<file path="src/rtl/uart_rcv_pkg.sv">
// Shared types and sizing helpers for the UART receive control slice.
package uart_rcv_pkg;

  typedef enum logic [1:0] {IDLE, START, DATA, CHECK} state_t;

  localparam int DEFAULT_DATA_BITS    = 8;
  localparam int DEFAULT_CLKS_PER_BIT = 10;

  function automatic int timer_width(input int clks_per_bit);
    return (clks_per_bit > 2) ? $clog2(clks_per_bit) : 1;
  endfunction

  function automatic int count_width(input int data_bits);
    return $clog2(data_bits + 2);
  endfunction

endpackage

</file>
<file path="src/rtl/rcv_timer.sv">
// Up-counter with synchronous clear, enable and a programmable terminal value;
// it returns to zero when enabled while sitting on the terminal value.
module rcv_timer
  import uart_rcv_pkg::*;
#(
  parameter int WIDTH = timer_width(DEFAULT_CLKS_PER_BIT)
) (
  input  logic             clk,
  input  logic             n_rst,
  input  logic             clear,
  input  logic             enable,
  input  logic [WIDTH-1:0] terminal,
  output logic [WIDTH-1:0] count,
  output logic             at_terminal
);

  assign at_terminal = (count == terminal);

  always_ff @(posedge clk, negedge n_rst) begin
    if (!n_rst)
      count <= '0;
    else if (clear)
      count <= '0;
    else if (enable)
      count <= at_terminal ? '0 : count + 1'b1;
  end

endmodule

</file>
<file path="src/rtl/uart_rcv_ctrl.sv">
// UART receive control: line synchronizer, start-bit qualification, bit timing,
// shift strobes for an external shift register, stop-bit check and status flags.
module uart_rcv_ctrl
  import uart_rcv_pkg::*;
#(
  parameter int DATA_BITS    = DEFAULT_DATA_BITS,
  parameter int CLKS_PER_BIT = DEFAULT_CLKS_PER_BIT
) (
  input  logic                 clk,
  input  logic                 n_rst,
  input  logic                 serial_in,
  input  logic [DATA_BITS:0]   sr_data,
  input  logic                 data_read,
  output logic                 serial_sync,
  output logic                 shift_enable,
  output logic [DATA_BITS-1:0] rx_data,
  output logic                 data_ready,
  output logic                 framing_error,
  output logic                 overrun_error,
  output logic                 rx_busy
);

  localparam int TW = timer_width(CLKS_PER_BIT);
  localparam int CW = count_width(DATA_BITS);
  localparam logic [TW-1:0] HALF_TERM  = TW'(CLKS_PER_BIT / 2 - 1);
  localparam logic [TW-1:0] FULL_TERM  = TW'(CLKS_PER_BIT - 1);
  localparam logic [CW-1:0] LAST_BIT   = CW'(DATA_BITS);
  localparam logic [CW-1:0] FRAME_BITS = CW'(DATA_BITS + 1);

  state_t          state, next_state;
  logic            sync_meta, sync_prev;
  logic [TW-1:0]   timer_count, timer_term;
  logic            timer_clear, timer_en, timer_done;
  logic [CW-1:0]   bit_count;
  logic            bit_clear, frame_done, qualify;
  logic            frame_load, frame_good;

  // Synchronizer and edge-detect flops reset to the idle-high line level.
  always_ff @(posedge clk, negedge n_rst) begin
    if (!n_rst) begin
      sync_meta   <= 1'b1;
      serial_sync <= 1'b1;
      sync_prev   <= 1'b1;
    end else begin
      sync_meta   <= serial_in;
      serial_sync <= sync_meta;
      sync_prev   <= serial_sync;
    end
  end

  always_ff @(posedge clk, negedge n_rst) begin
    if (!n_rst)
      state <= IDLE;
    else
      state <= next_state;
  end

  assign shift_enable = (state == DATA) && (timer_count == FULL_TERM);
  assign rx_busy      = (state != IDLE);

  always_comb begin
    next_state  = state;
    timer_clear = 1'b0;
    timer_en    = 1'b0;
    timer_term  = FULL_TERM;
    bit_clear   = 1'b0;
    qualify     = 1'b0;
    case (state)
      IDLE: begin
        timer_clear = 1'b1;
        if (sync_prev && !serial_sync)
          next_state = START;
      end
      START: begin
        timer_en   = 1'b1;
        timer_term = HALF_TERM;
        if (timer_done) begin
          if (serial_sync) begin
            next_state = IDLE;
          end else begin
            next_state  = DATA;
            timer_clear = 1'b1;
            bit_clear   = 1'b1;
            qualify     = 1'b1;
          end
        end
      end
      DATA: begin
        timer_en = 1'b1;
        if (shift_enable && (bit_count == LAST_BIT))
          next_state = CHECK;
      end
      CHECK:   next_state = IDLE;
      default: next_state = IDLE;
    endcase
  end

  rcv_timer #(.WIDTH(TW)) u_bit_timer (
    .clk         (clk),
    .n_rst       (n_rst),
    .clear       (timer_clear),
    .enable      (timer_en),
    .terminal    (timer_term),
    .count       (timer_count),
    .at_terminal (timer_done)
  );

  rcv_timer #(.WIDTH(CW)) u_bit_counter (
    .clk         (clk),
    .n_rst       (n_rst),
    .clear       (bit_clear),
    .enable      (shift_enable),
    .terminal    (FRAME_BITS),
    .count       (bit_count),
    .at_terminal (frame_done)
  );

  assign frame_load = (state == CHECK) && frame_done;
  assign frame_good = frame_load && sr_data[DATA_BITS];

  // A good frame load takes priority over a coincident data_read.
  always_ff @(posedge clk, negedge n_rst) begin
    if (!n_rst) begin
      rx_data       <= '1;
      data_ready    <= 1'b0;
      framing_error <= 1'b0;
      overrun_error <= 1'b0;
    end else begin
      if (qualify)
        framing_error <= 1'b0;
      if (frame_good) begin
        rx_data       <= sr_data[DATA_BITS-1:0];
        data_ready    <= 1'b1;
        overrun_error <= !data_read && (overrun_error || data_ready);
      end else begin
        if (frame_load)
          framing_error <= 1'b1;
        if (data_read) begin
          data_ready    <= 1'b0;
          overrun_error <= 1'b0;
        end
      end
    end
  end

endmodule

</file>
<file path="config.mk">
export PLATFORM = sky130hd
export DESIGN_NAME = uart_rcv_ctrl
export DESIGN_NICKNAME = d
export VERILOG_FILES = /design/src/rtl/uart_rcv_pkg.sv /design/src/rtl/rcv_timer.sv /design/src/rtl/uart_rcv_ctrl.sv
export SDC_FILE = /design/constraint.sdc
export NUM_CORES = 1
export LEC_CHECK = 0
export ABC_AREA = 0
export BUFFER_PORTS_ARGS = -buffer_cell sky130_fd_sc_hd__buf_2
export CORE_MARGIN = 2
export CORE_UTILIZATION = 30
export CTS_BUF_LIST = sky130_fd_sc_hd__clkbuf_4 sky130_fd_sc_hd__clkbuf_8
export DETAILED_ROUTE_END_ITERATION = 10
export PLACE_DENSITY_LB_ADDON = 0.25
export SETUP_SLACK_MARGIN = 0.5
export SYNTH_ARGS = -nofsm -noshare
export SYNTH_HDL_FRONTEND = slang
export SYNTH_SLANG_ARGS = --single-unit
export TNS_END_PERCENT = 5
</file>
<file path="constraint.sdc">
create_clock -name clk -period 5.53 [get_ports clk]
set_clock_uncertainty 0.1 [all_clocks]
set_input_delay 1.659 -clock clk [delete_from_list [all_inputs] [get_ports clk]]
set_output_delay 1.659 -clock clk [all_outputs]
set_load 0.05 [all_outputs]
</file>
Word-level counts from Yosys, hierarchy flattened
Index checks and enable logic that the tools add are counted.

operators by class
  add/subtract/negate cells = 2
  equality and inequality tests = 10
  mux-type cells = 23
  reduce and logical (&&, ||, !) cells = 16

operators by type and width
  operator               count
  $mux W4                7
  $eq A4 B4 Y1 const B   3
  $mux W1                10
  $add A4 B1 Y4 const B  2
  $mux W2                4
  $pmux W2 S4            1
  $reduce_bool A2 Y1     4
  $logic_and A1 B1 Y1    6
  $eq A2 B2 Y1 const B   2
  $eq A4 B4 Y1           1
  $ne A2 B1 Y1 const B   2
  $reduce_and A3 Y1      1
  $eq A2 B1 Y1 const B   1
  $logic_not A1 Y1       2
  $logic_not A2 Y1       1
  $ne A2 B2 Y1 const B   1
  $pmux W1 S2            1
  $reduce_or A2 Y1       1
  $logic_or A1 B1 Y1     1

word-level totals
  register bits after elaboration = 24
  bits of input ports = 13
  output and inout bits = 14
  word-level logic and storage cells = 61

Depth between registers and ports, before layout
  depth in word-level cells = 8
  mapped depth = 7

Cells and area by module
From an unflattened synthesis, not the netlist that was laid out.

second synthesis, totals
  cell total of the unflattened synthesis = 112
  area, all modules = 1292.5 µm²

modules (own cells, without submodules)
  module         instances  cells each  area an instance (µm²)
  uart_rcv_ctrl  1          58          724.4
  rcv_timer      2          27          284.0

Worst setup path after synthesis
No wires, ideal clock.

  path type = register to output
  start point = reg u_bit_timer.count[1]
  end point = out shift_enable
  data arrival time = 1.507 ns
  required time = 3.771 ns
  path slack = 2.264 ns
  stages on the path, launching flop included = 6
  path buffers = 1
  cell sequence = dfrtp_1 buf_6 inv_1 ha_1 nand3b_1 nor2_1

on the way
  cells in the longest elaborated chain, start to end = 2

ends and longest elaborated chain
  what                      RTL line             source
  start: declaration        rcv_timer.sv:13      output logic [WIDTH-1:0] count,
  start signal: assignment  rcv_timer.sv:25      count <= at_terminal ? '0 : count + 1'b1;
  $eq A4 B4 Y1              uart_rcv_ctrl.sv:58  assign shift_enable = (state == DATA) && (timer_count == FULL_TERM);
  $logic_and A1 B1 Y1       uart_rcv_ctrl.sv:58
  end: declaration          uart_rcv_ctrl.sv:15  output logic shift_enable,

No other way between the ends.

Worst setup path in the final report
  start point = reg u_bit_timer.count[0]
  end point = out shift_enable

Same word-level chain as after synthesis.

==> results.md <==
- H-tree Lvls: 1
- CTS Buf Count: 3
- Gp weighted congestion: about 0.74
- Worst Tran Pin Value: 532 ps
- Vias per cell: about 4.8
- Die ar.: 4350 sq um
- DR DRC count: 0
- Arrival time at the worst endpoint: 1610 ps
- Area grow syn2layout: 18.9%
- Maximum vdd drop: 160 uV
- Fraction of registers with async set/reset: 100%
- Post-synthesis cell count: about 100
- First-pass GRT wire length: 3.84 mm
- Root Buffer: clkbuf_8
- Fmax: 297 MHz
- First-pass DRT Iterations: 4
- Most used DFF post-synth: dfrtp_1
- Critical Path Fanout Max: 10
- Post-detail-place hpwl: 1.53 mm
- Number of synthesized flops with an enable pin: 0
- Pwr Total: 0.468 mW
- Std-Cell Rows: 22
- Wire per inst: between 10 and 15 um
- Most common cell in the netlist: dfrtp_1
- Synth unique cells: 40
- Antenna viol nets, final: 0
- Crit Path Class: register to output pin
- Sequential power share: 50.2%
- Static leakage: 0.624 nW
- Worst skew pair latency: 270 ps
- Placed cell area: 1320 sq um
- CTS Sinks: 24
- Switching Share: 33.8%
- Max-slew headroom at the worst pin: between 60 and 70%
- Initial core utilization: a little under a third
- Clock tree from TritonCTS: yes
- Seq/Total Area, Yosys: 53.3%
- #FFs+latches synth: 24
- Die width: approximately 66 um
- Total GRT Usage: 11.4%
- Status: finished, final reports clean
- Power per Cell Area: roughly 340 nW/um^2
- Clock power share: around a quarter
- Worst slack at placement: 2470 ps
- FILL cells: 391
- RSZ-0062 raised after global routing: false
- Vias in the first global route: 863
- Final Critical Period: between 3000 and 4000 ps
- Die Y: 66.0 um
- CP Launch Type: register
- Slew Viols, Final: 0
- Clk buf depth: 2
- Vias: 843
- P_int: 0.310 mW
- Clock slew at reported path FFs: 80 ps
- HP Class: register to register
- Post-synth top cells: 13 x dfrtp_1, 11 x dfstp_2, 10 x nor2_1, 8 x mux2_2
- Io pins: 27
- Final setup vio count: 0
- Yosys warning count: 0
- Layout cells sized above 1: 41.4%
- Syn nets: between 100 and 150
- ANT cells: 0
- Largest net degree at the start of global routing: 25
- Crit path capture type: output pin
- Avg Cell Area, Syn: between 10 and 15 sq um
- Design area: approximately 1400 sq um
- MaxCap Viol Count: 0
- Post-CTS Hold Buffers: 0
- Core area: ~3700 sq um
- Switching power: 0.158 mW
- Cell area after synthesis: 1150 sq um
- Setup TNS: 0 ps
- Post-CTS Setup Bufs: 0
- Final design utilization: 37.1%
- Initial DRC Count: 39
- Post-CTS sizing: 0
- Final setup margin: ~2200 ps
- Share of the synthesized area in the top cell type: about 28%
- Synth area leader: dfrtp_1
- Nets: 144
- Logic gate share of total power: 24.5%
- Overall routed net length: 2.13 mm
- Worst endpoint required time: 3770 ps
- Hold Fails Final Rpt: 0
- PortBufs: 26
- Tcrit/Tclk final: slightly above 60%
- Initial antenna violation count: 0
- GR Overflow Total: 0
- Synth top area cells: dfrtp_1 28%, dfstp_2 25%, mux2_2 7.8%
==> routing by layer <==
| layer | GRT usage, % | wire length [um] | vias to the layer above |
|---|---|---|---|
| met3 | 2.73 | 156 | 5 |
| met4 | 4.59 | 40 | 0 |
| li1 | - | - | 417 |
| met1 | 15.2 | 1040 | 389 |
| met5 | 0 | 0 | - |
| met2 | 17.7 | 891 | 32 |
==> worst paths after layout <==
| check | depth (start not counted) | startpoint | slack (ps) | end |
|---|---|---|---|---|
| max in group asynchronous | 1 | n_rst | 3700 | serial_sync |
| hold / removal | 0 | sync_meta | 260 | serial_sync |
| setup / recovery | 4 | u_bit_timer.count[0] | 2170 | shift_enable |
| setup reg to reg | 3 | u_bit_timer.count[1] | 3640 | framing_error |
| min in group asynchronous | 1 | n_rst | 1260 | u_bit_timer.count[3] |
| hold reg to reg | 0 | sync_meta | 260 | serial_sync |
==> flip-flops by register name (all words and copies together), names as in the netlist, named ones only <==
name / count
u_bit_counter.count: 4
data_ready: 1
state: 1
serial_sync: 1
sync_meta: 1
rx_data: 8
u_bit_timer.count: 4
sync_prev: 1
overrun_error: 1
framing_error: 1
==> placed cells by master (no fill, tap or decap), drive strengths merged, types with 2 or more instances in the layout <==
master  Yosys  final
or4b        2      2
ha          2      2
nor3        4      4
nor2       10     10
nand3       2      2
xnor2       2      2
a21oi       4      4
inv         6      6
o21ai       3      3
dfstp      11     11
nand3b      2      2
nand2       6      6
clkbuf      1      4
nor4        2      2
o31ai       2      2
a31oi       2      2
nand2b      3      3
mux2        8      8
buf         3     26
dfrtp      13     13
a22o        2      2
==> through the flow <==
stage          std cells  hold WS, ps
2_1_floorplan        102          245
3_3_place_gp         172          246
3_5_place_dp         172          247
4_1_cts              176          260
5_1_grt              176          261
6_report             176          259
==> cell type report <==
class                           instances  area (sq um)  share of cell area [%]
Multi-Input combinational cell         68           488                    35.6
Tap cell                               48          60.1                    4.38
Inverter                                6          22.5                    1.64
Sequential cell                        24           614                    44.8
Clock buffer                            4          55.1                    4.02
Timing Repair Buffer                   26           130                    9.50
==> kinds of logic (layout without fill, tap and decap cells) <==
kind of cell	Yosys count	in the layout	synth area share (%)
AO/OA/AOI/OAI	17	17	9.77
adder cells (fa/ha/maj)	2	2	2.17
multiplexers	9	9	8.69
AND/OR/NAND/NOR	37	37	19.4
flip-flops	24	24	53.3
XOR/XNOR	3	3	2.28
buffers and inverters	10	36	4.34
==> worst max-delay path, cell delays in order, from the launching register on <==
cell and delay, ps:
dfrtp_1 510, ha_1 200, nand3b_1 140, nor2_1 190, buf_2 300
==> power groups by stage <==
| stage | Clock, mW | Combinational [mW] | Sequential (mW) |
|---|---|---|---|
| finish | 0.119 | 0.115 | 0.235 |
| global route | 0.128 | 0.128 | 0.241 |
| CTS | 0.124 | 0.116 | 0.235 |
| detailed placement | 0 | 0.116 | 0.238 |
| global placement | 0 | 0.116 | 0.236 |
| floorplan | 0 | 0.119 | 0.215 |
No activity file was read; power rests on OpenSTA's default activity.
